--- config.mk ---
export PLATFORM = sky130hd
export DESIGN_NAME = mcp_bus_initiator
export DESIGN_NICKNAME = d
export VERILOG_FILES = /design/src/rtl/mcp_bus_pkg.sv /design/src/rtl/mcp_bus_timer.sv /design/src/rtl/mcp_bus_initiator.sv
export SDC_FILE = /design/constraint.sdc
export NUM_CORES = 1
export LEC_CHECK = 0
export BUFFER_PORTS_ARGS = -buffer_cell sky130_fd_sc_hd__buf_4
export CORE_ASPECT_RATIO = 0.75
export CORE_MARGIN = 4
export CORE_UTILIZATION = 58
export CTS_BUF_LIST = sky130_fd_sc_hd__clkbuf_2
export DETAILED_ROUTE_END_ITERATION = 10
export PLACE_DENSITY = 0.92
export SLEW_MARGIN = 25
export SYNTH_ARGS = -nofsm -noshare
export SYNTH_HDL_FRONTEND = slang
export SYNTH_SLANG_ARGS = --single-unit
--- constraint.sdc ---
create_clock -name clk -period 3.55 [get_ports clk]
set_clock_uncertainty 0.15 [all_clocks]
set_input_delay 0.355 -clock clk [delete_from_list [all_inputs] [get_ports clk]]
set_output_delay 0.355 -clock clk [all_outputs]
set_load 0.01 [all_outputs]
--- src/rtl/mcp_bus_pkg.sv ---
`default_nettype none
// +----------------------------------------------------------------------+
// | Module  : mcp_bus_pkg                                                |
// | Brief   : MCP bus register map, opcodes, FSM states, byte select.    |
// | Revision: 1.0                                                        |
// +----------------------------------------------------------------------+
package mcp_bus_pkg;

    localparam logic [2:0] ADDR_AH = 3'd0;
    localparam logic [2:0] ADDR_AL = 3'd1;
    localparam logic [2:0] ADDR_BH = 3'd2;
    localparam logic [2:0] ADDR_BL = 3'd3;
    localparam logic [2:0] ADDR_OP = 3'd4;

    localparam logic [2:0] ADDR_X0 = 3'd0;
    localparam logic [2:0] ADDR_X1 = 3'd1;
    localparam logic [2:0] ADDR_X2 = 3'd2;
    localparam logic [2:0] ADDR_X3 = 3'd3;

    localparam logic [7:0] OP_sInt16_MULT     = 8'd0;
    localparam logic [7:0] OP_sInt16_DIVMOD   = 8'd1;
    localparam logic [7:0] OP_sInt16_DIVFRACT = 8'd2;
    localparam logic [7:0] OP_sInt16_SQRT     = 8'd3;

    typedef enum logic [3:0] {
        IDLE     = 4'd0,
        W_SETUP  = 4'd1,
        W_STROBE = 4'd2,
        W_HOLD   = 4'd3,
        CALC     = 4'd4,
        R_SETUP  = 4'd5,
        R_STROBE = 4'd6,
        R_HOLD   = 4'd7,
        DONE     = 4'd8
    } mcpState_t;

    function automatic logic [7:0] writeByte(input logic [15:0] a, input logic [15:0] b,
                                             input logic [7:0] op, input logic [2:0] idx);
        case (idx)
            ADDR_AH: return a[15:8];
            ADDR_AL: return a[7:0];
            ADDR_BH: return b[15:8];
            ADDR_BL: return b[7:0];
            default: return op;
        endcase
    endfunction

endpackage
`default_nettype wire

--- src/rtl/mcp_bus_timer.sv ---
`default_nettype none
// +----------------------------------------------------------------------+
// | Module  : mcp_bus_timer                                              |
// | Brief   : Loadable down-counter; o_zero marks the last cycle.        |
// | Revision: 1.0                                                        |
// +----------------------------------------------------------------------+
module mcp_bus_timer #(
    parameter int WIDTH = 7
) (
    input  logic             clk,
    input  logic             reset,
    input  logic             i_load,
    input  logic [WIDTH-1:0] i_loadValue,
    output logic             o_zero
);

    logic [WIDTH-1:0] r_count;

    always_ff @(posedge clk) begin
        if (reset) begin
            r_count <= '0;
        end else if (i_load) begin
            r_count <= i_loadValue;
        end else if (r_count != '0) begin
            r_count <= r_count - 1'b1;
        end
    end

    assign o_zero = (r_count == '0);

endmodule
`default_nettype wire

--- src/rtl/mcp_bus_initiator.sv ---
`default_nettype none
// +----------------------------------------------------------------------+
// | Module  : mcp_bus_initiator                                          |
// | Brief   : MCP bus host: 5 byte writes, compute wait, 4 byte reads.   |
// | Revision: 1.0                                                        |
// +----------------------------------------------------------------------+
module mcp_bus_initiator
    import mcp_bus_pkg::*;
#(
    parameter int SETUP_CYC  = 2,
    parameter int STROBE_CYC = 3,
    parameter int HOLD_CYC   = 2,
    parameter int CALC_CYC   = 64
) (
    input  logic        clk,
    input  logic        reset,
    input  logic        start,
    input  logic [15:0] a_in,
    input  logic [15:0] b_in,
    input  logic [7:0]  op_in,
    output logic        busy,
    output logic        done,
    output logic [31:0] x_out,
    output logic [2:0]  addressBus,
    output logic        writeBus,
    output logic        readBus,
    output logic [7:0]  data_out,
    output logic        data_oe,
    input  logic [7:0]  data_in
);

    localparam int c_maxCyc = (CALC_CYC > SETUP_CYC && CALC_CYC > STROBE_CYC && CALC_CYC > HOLD_CYC) ? CALC_CYC :
                              (SETUP_CYC > STROBE_CYC && SETUP_CYC > HOLD_CYC) ? SETUP_CYC :
                              (STROBE_CYC > HOLD_CYC) ? STROBE_CYC : HOLD_CYC;
    localparam int c_timerWidth = $clog2(c_maxCyc + 1);

    mcpState_t               r_state, w_next;
    logic [2:0]              r_idx, w_idxNext;
    logic [15:0]             r_a, r_b, w_aSrc, w_bSrc;
    logic [7:0]              r_op, w_opSrc;
    logic [2:0]              r_addr;
    logic [7:0]              r_dataOut;
    logic [31:0]             r_shadow, r_x;
    logic                    w_load, w_zero;
    logic [c_timerWidth-1:0] w_loadValue;

    mcp_bus_timer #(.WIDTH(c_timerWidth)) u_timer (
        .clk         (clk),
        .reset       (reset),
        .i_load      (w_load),
        .i_loadValue (w_loadValue),
        .o_zero      (w_zero)
    );

    always_ff @(posedge clk) begin
        if (reset) r_state <= IDLE;
        else       r_state <= w_next;
    end

    always_comb begin
        w_next    = r_state;
        w_idxNext = r_idx;
        case (r_state)
            IDLE:     if (start) begin w_next = W_SETUP; w_idxNext = 3'd0; end
            W_SETUP:  if (w_zero) w_next = W_STROBE;
            W_STROBE: if (w_zero) w_next = W_HOLD;
            W_HOLD:   if (w_zero) begin
                          if (r_idx < ADDR_OP) begin w_next = W_SETUP; w_idxNext = r_idx + 3'd1; end
                          else w_next = CALC;
                      end
            CALC:     if (w_zero) begin w_next = R_SETUP; w_idxNext = 3'd0; end
            R_SETUP:  if (w_zero) w_next = R_STROBE;
            R_STROBE: if (w_zero) w_next = R_HOLD;
            R_HOLD:   if (w_zero) begin
                          if (r_idx < ADDR_X3) begin w_next = R_SETUP; w_idxNext = r_idx + 3'd1; end
                          else w_next = DONE;
                      end
            DONE:     w_next = IDLE;
            default:  w_next = IDLE;
        endcase

        // Timer reloads with (length-1) so that w_zero flags the final cycle of each state.
        w_load = (w_next != r_state);
        case (w_next)
            W_SETUP, R_SETUP:   w_loadValue = c_timerWidth'(SETUP_CYC - 1);
            W_STROBE, R_STROBE: w_loadValue = c_timerWidth'(STROBE_CYC - 1);
            W_HOLD, R_HOLD:     w_loadValue = c_timerWidth'(HOLD_CYC - 1);
            CALC:               w_loadValue = c_timerWidth'(CALC_CYC - 1);
            default:            w_loadValue = '0;
        endcase

        writeBus   = (r_state != W_STROBE);
        readBus    = (r_state != R_STROBE);
        data_oe    = (r_state == W_SETUP) || (r_state == W_STROBE) || (r_state == W_HOLD);
        busy       = (r_state != IDLE) && (r_state != DONE);
        done       = (r_state == DONE);
        addressBus = r_addr;
        data_out   = r_dataOut;
        x_out      = r_x;
    end

    // The first write byte is loaded on the accept edge, before operands are latched.
    assign w_aSrc  = (r_state == IDLE) ? a_in  : r_a;
    assign w_bSrc  = (r_state == IDLE) ? b_in  : r_b;
    assign w_opSrc = (r_state == IDLE) ? op_in : r_op;

    always_ff @(posedge clk) begin
        if (reset) begin
            r_idx     <= '0;
            r_a       <= '0;
            r_b       <= '0;
            r_op      <= '0;
            r_addr    <= '0;
            r_dataOut <= '0;
            r_shadow  <= '0;
            r_x       <= '0;
        end else begin
            r_idx <= w_idxNext;
            if (r_state == IDLE && start) begin
                r_a  <= a_in;
                r_b  <= b_in;
                r_op <= op_in;
            end
            if (w_load && (w_next == W_SETUP || w_next == R_SETUP)) begin
                r_addr <= w_idxNext;
            end
            if (w_load && w_next == W_SETUP) begin
                r_dataOut <= writeByte(w_aSrc, w_bSrc, w_opSrc, w_idxNext);
            end
            if (r_state == R_STROBE && w_zero) begin
                case (r_idx)
                    ADDR_X0: r_shadow[31:24] <= data_in;
                    ADDR_X1: r_shadow[23:16] <= data_in;
                    ADDR_X2: r_shadow[15:8]  <= data_in;
                    default: r_shadow[7:0]   <= data_in;
                endcase
            end
            if (w_next == DONE && r_state != DONE) begin
                r_x <= r_shadow;
            end
        end
    end

endmodule
`default_nettype wire

==> key figures, run 1 <==
Placed design
  – Hpwl dp: around 12 mm
  – IO buf count: 98
  – Placer Congestion: 1.037
  – Post-place setup slack: 0.4780 ns
  – Placed Area: 6404 um^2

Detailed routing
  – Met3 wire len: 2.114 mm
  – Via count: around 6000
  – DR iter-0 viols: 963
  – DR DRC count: 0
  – Post-Route WL: 17.69 mm
  – 1st-pass router iterations: 8
  – Antenna-violating nets left: 0
  – Drt wl/cell: 18.07 um
  – Vias per cell: approximately 6.0
  – Wire length on met2: 8.115 mm
  – Wire length on met1: 6.975 mm
  – Top layer in use: met4

Yosys
  – Top cell type by total area after synthesis: dfxtp_1
  – Yosys top cell area share: 0.4589
  – Distinct cells, synth: 56
  – Post-synth ARST share: 0
  – Syn Inst Count: 711
  – Ys flop type: dfxtp_1
  – Syn Nets: 768
  – #FFs+latches synth: 129
  – Synth Warn #: 0
  – Top cells by area, synth: dfxtp_1 46%, nand2_1 15%, a21oi_1 9.2%, mux2i_1 4.4%, nor2_1 3.3%
  – Synth Area per Inst: 7.915 um^2
  – Seq/Total Area, Yosys: 0.4589
  – Syn Std Cell Area: 5628 um^2
  – EDFF count, synth: 0

Critical path
  – WP data arrival: 3.60 ns
  – Setup CP Type: reg -> reg
  – Worst Path Required: 3.97 ns
  – Worst Setup End Kind: flip-flop
  – Slowest-stage cell, CP: nor4b_2
  – Worst R2R Path Depth: 9
  – Worst path bufs/invs: 1
  – CP max FO: 11
  – Stages on the worst setup path: 9
  – Critical Path Max Stage Delay: 0.58 ns
  – Largest delay share family, worst path: simple AND/OR/NAND/NOR gates
  – CP Cell Sequence: inv_1 > ha_1 > nor4b_2 > o211ai_1 > a211o_1 > nand2_1 > nand2_1 > o221ai_1 > o31ai_1
  – Startpoint types: flip-flop
  – Crit-path most repeated cell: nand2_1

Clock tree
  – Post-cts gate resize count: 0
  – Sink Count: 129
  – Total setup buffers inserted after CTS: 0
  – H-tree levels: 4
  – CTS clk-pin slew, worst paths: 0.20 ns
  – CTS tree: built
  – Cts hold-fix bufs: just under 50
  – Inserted Clock Buffers: 17
  – Clock buffer depth: 2
  – Root buffer cell: clkbuf_2
  – Clock Latency Late Sink: 0.67 ns

Finish
  – Post-Layout Inst Area: between 7000 and 8000 um^2
  – Fin nets: between 800 and 900
  – Fraction of layout cells with a size suffix above 1: 0.1739
  – Layout Utilization: 0.7724
  – Antenna Cells: 0
  – Area Growth Syn to Fin: 26.72%
  – Filler instances: 648

Global routing
  – Largest net degree at the start of global routing: between 60 and 70
  – All-Layer GR Usage: 0.3171
  – Vias in the first global route: 5681
  – GR Overflow Total: 0
  – Initial antenna violation count: 0
  – Global-route wire length before repair: 28.38 mm

Outcome
  – Status: completed

STA
  – Peak Freq: about 0.31 GHz
  – Relative slew margins: 0.4037
  – Unrepaired setup endpoints after global routing: no
  – Final hold violation count: 0
  – Worst Tran Pin Value: 0.8897 ns
  – Tcrit/Tclk final: 0.8962
  – Setup_tns: 0 ns
  – Final Max Slew Viols: 0
  – Final WS setup: 0.3684 ns
  – Minimum clock period: between 3 and 4 ns
  – Hold_ws: approximately 0.04 ns
  – Final setup vio count: 0

Die
  – Die Ht: 93.31 um
  – Initial core utilization: 0.6095
  – # rows: 30
  – Io pins: 99
  – Die ar.: 11360 um^2
  – Core area: 9234 um^2
  – Die width: 121.7 um

Worst hold path
  – Worst Hold Depth: 2
  – Hold WC Path Type: in -> reg

Pwr
  – Power per cell area: 623.0 nW/um^2
  – Worst vdd ir: approximately 0.34 mV
  – P_leak: 2.844 nW

Job
  – Max_cap viols: 0
## routing by layer
layer | track usage | vias up
li1 | - | 2690
met1 | 0.4108 | 2738
met2 | 0.4913 | 382
met3 | 0.1040 | 66
met4 | 0.1259 | 0
met5 | 0 | -
## through the flow
stage / instances / power, mW
3_5_place_dp: 899 / 3.418
2_1_floorplan: 711 / 2.867
6_report: 979 / 4.443
5_1_grt: 979 / 4.644
3_3_place_gp: 899 / 3.347
4_1_cts: 979 / 4.357
## worst reg2reg max path, cell delays in order (launching register included)
cell and delay [ns]:
dfxtp_1 0.37, inv_1 0.06, ha_1 0.20, nor4b_2 0.58
o211ai_1 0.24, a211o_1 0.39, nand2_1 0.40, nand2_1 0.30
o221ai_1 0.29, o31ai_1 0.11
## worst paths after layout
kind                                          from  slack (ns)           to
worst min-delay path                         reset        0.04   r_state[0]
worst min register to register        r_shadow[22]        0.31    x_out[22]
worst max register to register  u_timer.r_count[0]        0.37  data_out[5]
worst max-delay path            u_timer.r_count[0]        0.37  data_out[5]
## layout make-up
type                    instances  area (um^2)  area share
multi-input cells             528         2839      0.3981
clock inverters                12        142.6     0.02000
flip-flops and latches        129         2582      0.3621
inverters                       9        33.78    0.004737
well taps                     128        160.2     0.02246
clock buffers                  19        95.09     0.01333
repair buffers                154         1279      0.1793
## synth_stat cells, types with 8 or more instances
| master | number |
|---|---|
| nor3_1 | 9 |
| mux2i_1 | 25 |
| dfxtp_1 | 129 |
| a2bb2oi_1 | 8 |
| a21oi_1 | 104 |
| inv_1 | 9 |
| clkbuf_1 | 42 |
| nor2_1 | 49 |
| o22ai_1 | 8 |
| nand2_1 | 218 |
## logic make-up after synthesis
group,count (synthesis),share of synthesized area
fa+ha+maj,6,0.01334
compound gates,179,0.1981
simple gates,310,0.2348
mux,28,0.05047
xor+xnor,5,0.007783
flops,129,0.4589
buf+inv,54,0.03668
## state kept, by name (all words and copies together), names as in the netlist
signal / flops
addressBus: 3
data_out: 8
r_a: 16
r_b: 16
r_idx: 3
r_op: 8
r_shadow: 32
r_state: 4
u_timer.r_count: 7
x_out: 32
## report_power, final
group          switching [mW]  leakage [nW]  internal [mW]
clock                   0.531         0.148          0.387
sequential              0.193          1.05           1.63
combinational            1.03          1.65          0.679
## layout by cell type, fill, tap and decap left out, types with 8 or more instances in the layout
cell / instances
dfxtp_1: 129
nor3_1: 9
o22ai_1: 8
nor2_1: 49
a2bb2oi_1: 8
clkbuf_2: 19
mux2i_1: 25
a21oi_1: 104
buf_4: 105
inv_1: 9
nand2_1: 218
dlygate4sd3_1: 49
(Power assumes the default switching activity.)
==> run 2, diff against run 1 <==
--- a/config.mk
+++ b/config.mk
@@ -6,13 +6,14 @@
 export NUM_CORES = 1
 export LEC_CHECK = 0
 export BUFFER_PORTS_ARGS = -buffer_cell sky130_fd_sc_hd__buf_4
+export CELL_PAD_IN_SITES_DETAIL_PLACEMENT = 0
+export CELL_PAD_IN_SITES_GLOBAL_PLACEMENT = 1
 export CORE_ASPECT_RATIO = 0.75
 export CORE_MARGIN = 4
-export CORE_UTILIZATION = 58
+export CORE_UTILIZATION = 46
 export CTS_BUF_LIST = sky130_fd_sc_hd__clkbuf_2
 export DETAILED_ROUTE_END_ITERATION = 10
-export PLACE_DENSITY = 0.92
-export SLEW_MARGIN = 25
+export PLACE_DENSITY = 0.95
 export SYNTH_ARGS = -nofsm -noshare
 export SYNTH_HDL_FRONTEND = slang
 export SYNTH_SLANG_ARGS = --single-unit
==> constraint.sdc (replaced) <==
create_clock -name clk -period 4.02 [get_ports clk]
set_clock_uncertainty 0.15 [all_clocks]
set_input_delay 0.402 -clock clk [delete_from_list [all_inputs] [get_ports clk]]
set_output_delay 0.402 -clock clk [all_outputs]
set_load 0.01 [all_outputs]
==> run 2 against run 1 <==
- fmax is 2.3% higher
- register-to-register slack better by 0.54 ns
- via count shrank 5.2%
- first-iteration DRC count fell by 33%
- power decreased by 9.0%
- non-clock buffer count unchanged
- clock-buffer cell count decreased by 1
- cell count up 3.6%
- cell area grew 1.4%
- sequential share of layout area decreased by 0.51 points
- setup slack better by 0.54 ns
- wire length is 7.7% lower
==> key figures, run 2 (synthesis gave the netlist of run 1 again) <==
STA
  – Final WS setup: 0.9091 ns
  – Peak Freq: 0.3214 GHz
  – Relative slew margins: 0.4026
  – Worst Tran Pin Value: 0.8961 ns
  – Final Max Slew Viols: 0
  – Setup_tns: 0 ns
  – Tcrit/Tclk final: 0.7739
  – Minimum clock period: between 3 and 4 ns
  – Unrepaired setup endpoints after global routing: no
  – Hold_ws: 0.04914 ns
  – Final setup vio count: 0
  – Final hold violation count: 0

Finish
  – Area Growth Syn to Fin: 28.55%
  – Fin nets: ~900
  – Non-Filler Instances: just over 1000
  – Antenna Cells: 0
  – Commonest non-fill, non-tap cells in the layout: 218 x nand2_1, 129 x dfxtp_1, 106 x buf_4
  – Layout Utilization: 0.6139
  – Post-Layout Inst Area: 7234 um^2
  – Fraction of layout cells with a size suffix above 1: 0.1772
  – Commonest non-fill, non-tap cell in the layout: nand2_1

Critical path
  – Setup CP Type: reg -> reg
  – CP max FO: 9
  – Worst path bufs/invs: 1
  – Slowest-stage cell, CP: or4b_4
  – Critical Path Max Stage Delay: ~0.53 ns
  – WP data arrival: 3.59 ns
  – Largest delay share family, worst path: simple AND/OR/NAND/NOR gates
  – Startpoint types: flip-flop
  – CP Cell Sequence: inv_1 > ha_1 > or4b_4 > nor2_4 > o221ai_1 > nor3_1 > nand3b_1 > a21o_1 > o31ai_1
  – Worst Setup End Kind: flip-flop
  – Worst Path Required: 4.50 ns
  – R2r setup slk: just over 0.9 ns

Die
  – Die ar.: 14090 um^2
  – Initial core utilization: 0.4776
  – Die width: 135.7 um
  – # rows: 34
  – Io pins: 99
  – Core area: around 12000 um^2
  – Die Ht: 103.8 um

Global routing
  – Initial antenna violation count: 0
  – All-Layer GR Usage: 0.2320
  – Vias in the first global route: ~5200
  – Global-route wire length before repair: 26.44 mm
  – GR Overflow Total: 0
  – Largest net degree at the start of global routing: 88

Pwr
  – Total net switching power: 1.523 mW
  – Clock share of power: 0.240
  – Worst vdd ir: between 0.2 and 0.3 mV
  – Total power: 4.044 mW
  – Reg power frac: 0.394
  – Pint: roughly 2.5 mW
  – Sw Ratio: 0.3765
  – Power share of the combinational group: 0.367
  – P_leak: 2.869 nW
  – Power per cell area: about 560 nW/um^2

Detailed routing
  – Via count: 5568
  – Vias per cell: 5.491
  – Drt wl/cell: 16.10 um
  – 1st-pass router iterations: 6
  – Post-Route WL: 16.32 mm
  – Antenna-violating nets left: 0
  – DR iter-0 viols: 643
  – DR DRC count: 0

Clock tree
  – Clock buffer depth: 2
  – CTS tree: built
  – H-tree levels: 4
  – Root buffer cell: clkbuf_2
  – Total setup buffers inserted after CTS: 0
  – Sink Count: 129
  – Inserted Clock Buffers: 17
  – Clock Latency Late Sink: 0.68 ns
  – CTS clk-pin slew, worst paths: 0.21 ns

Outcome
  – Status: completed

Placed design
  – Post-place setup slack: 1.001 ns
  – Hpwl dp: 11.29 mm
  – DP Cell Count: around 930
  – IO buf count: a little under 100
  – Placed Area: 6454 um^2
  – Placer Congestion: 0.9598

Worst hold path
  – Hold WC Path Type: in -> reg

Job
  – Max_cap viols: 0
[run 2: cell types whose count changed in the layout (fill, tap and decap cells not counted)]
cell | before | now
bufinv_16 | 3 | 5
clkinv_2 | 4 | 3
clkinv_4 | 2 | 1
inv_6 | 0 | 2
clkinv_1 | 2 | 1
dlygate4sd3_1 | 49 | 48
clkinvlp_4 | 1 | 2
clkbuf_2 | 19 | 18
buf_4 | 105 | 106
[run 2: cell type report]
class                   count  area, um^2
inverters                   9       33.78
clock buffers              18       90.09
well taps                 162       202.7
repair buffers            154        1276
multi-input cells         528        2839
flip-flops and latches    129        2582
clock inverters            14       210.2
fillers                  1048        4549
[run 2: timing repair]
action	CTS	global route
resized for setup	0	0
hold buffers	48	0
hold endpoints to repair	80	0
[run 2: routing by layer]
metal / part of all wire / global-route usage / vias to the layer above
li1: - / - / 2686
met3: 0.093 / 0.07752 / 45
met5: 0 / 0 / -
met2: 0.43 / 0.3256 / 262
met4: 0.023 / 0.06763 / 0
met1: 0.46 / 0.3367 / 2575
[run 2: power by group through the flow]
stage               Combinational (mW)  Sequential [mW]  Clock (mW)
global route                      1.61             1.61        1.04
CTS                               1.45             1.59       0.986
detailed placement                1.41             1.61           0
finish                            1.48             1.59       0.969
global placement                  1.38             1.61           0
floorplan                        0.955             1.58           0
[run 2: tightest hold or removal path: cells and delay by family]
family                 cells  cell delay (ns)
buffers and inverters      1             0.10
AND/OR/NAND/NOR            2             0.26
AO/OA/AOI/OAI              1             0.09
[run 2: path summary, 6_finish.rpt]
| kind | cells past startpoint | startpoint | to |
|---|---|---|---|
| worst min-delay path | 4 | start | r_state[0] |
| worst min register to register | 2 | r_shadow[6] | x_out[6] |
| worst max-delay path | 9 | u_timer.r_count[0] | data_out[7] |
| worst max register to register | 9 | u_timer.r_count[0] | data_out[7] |
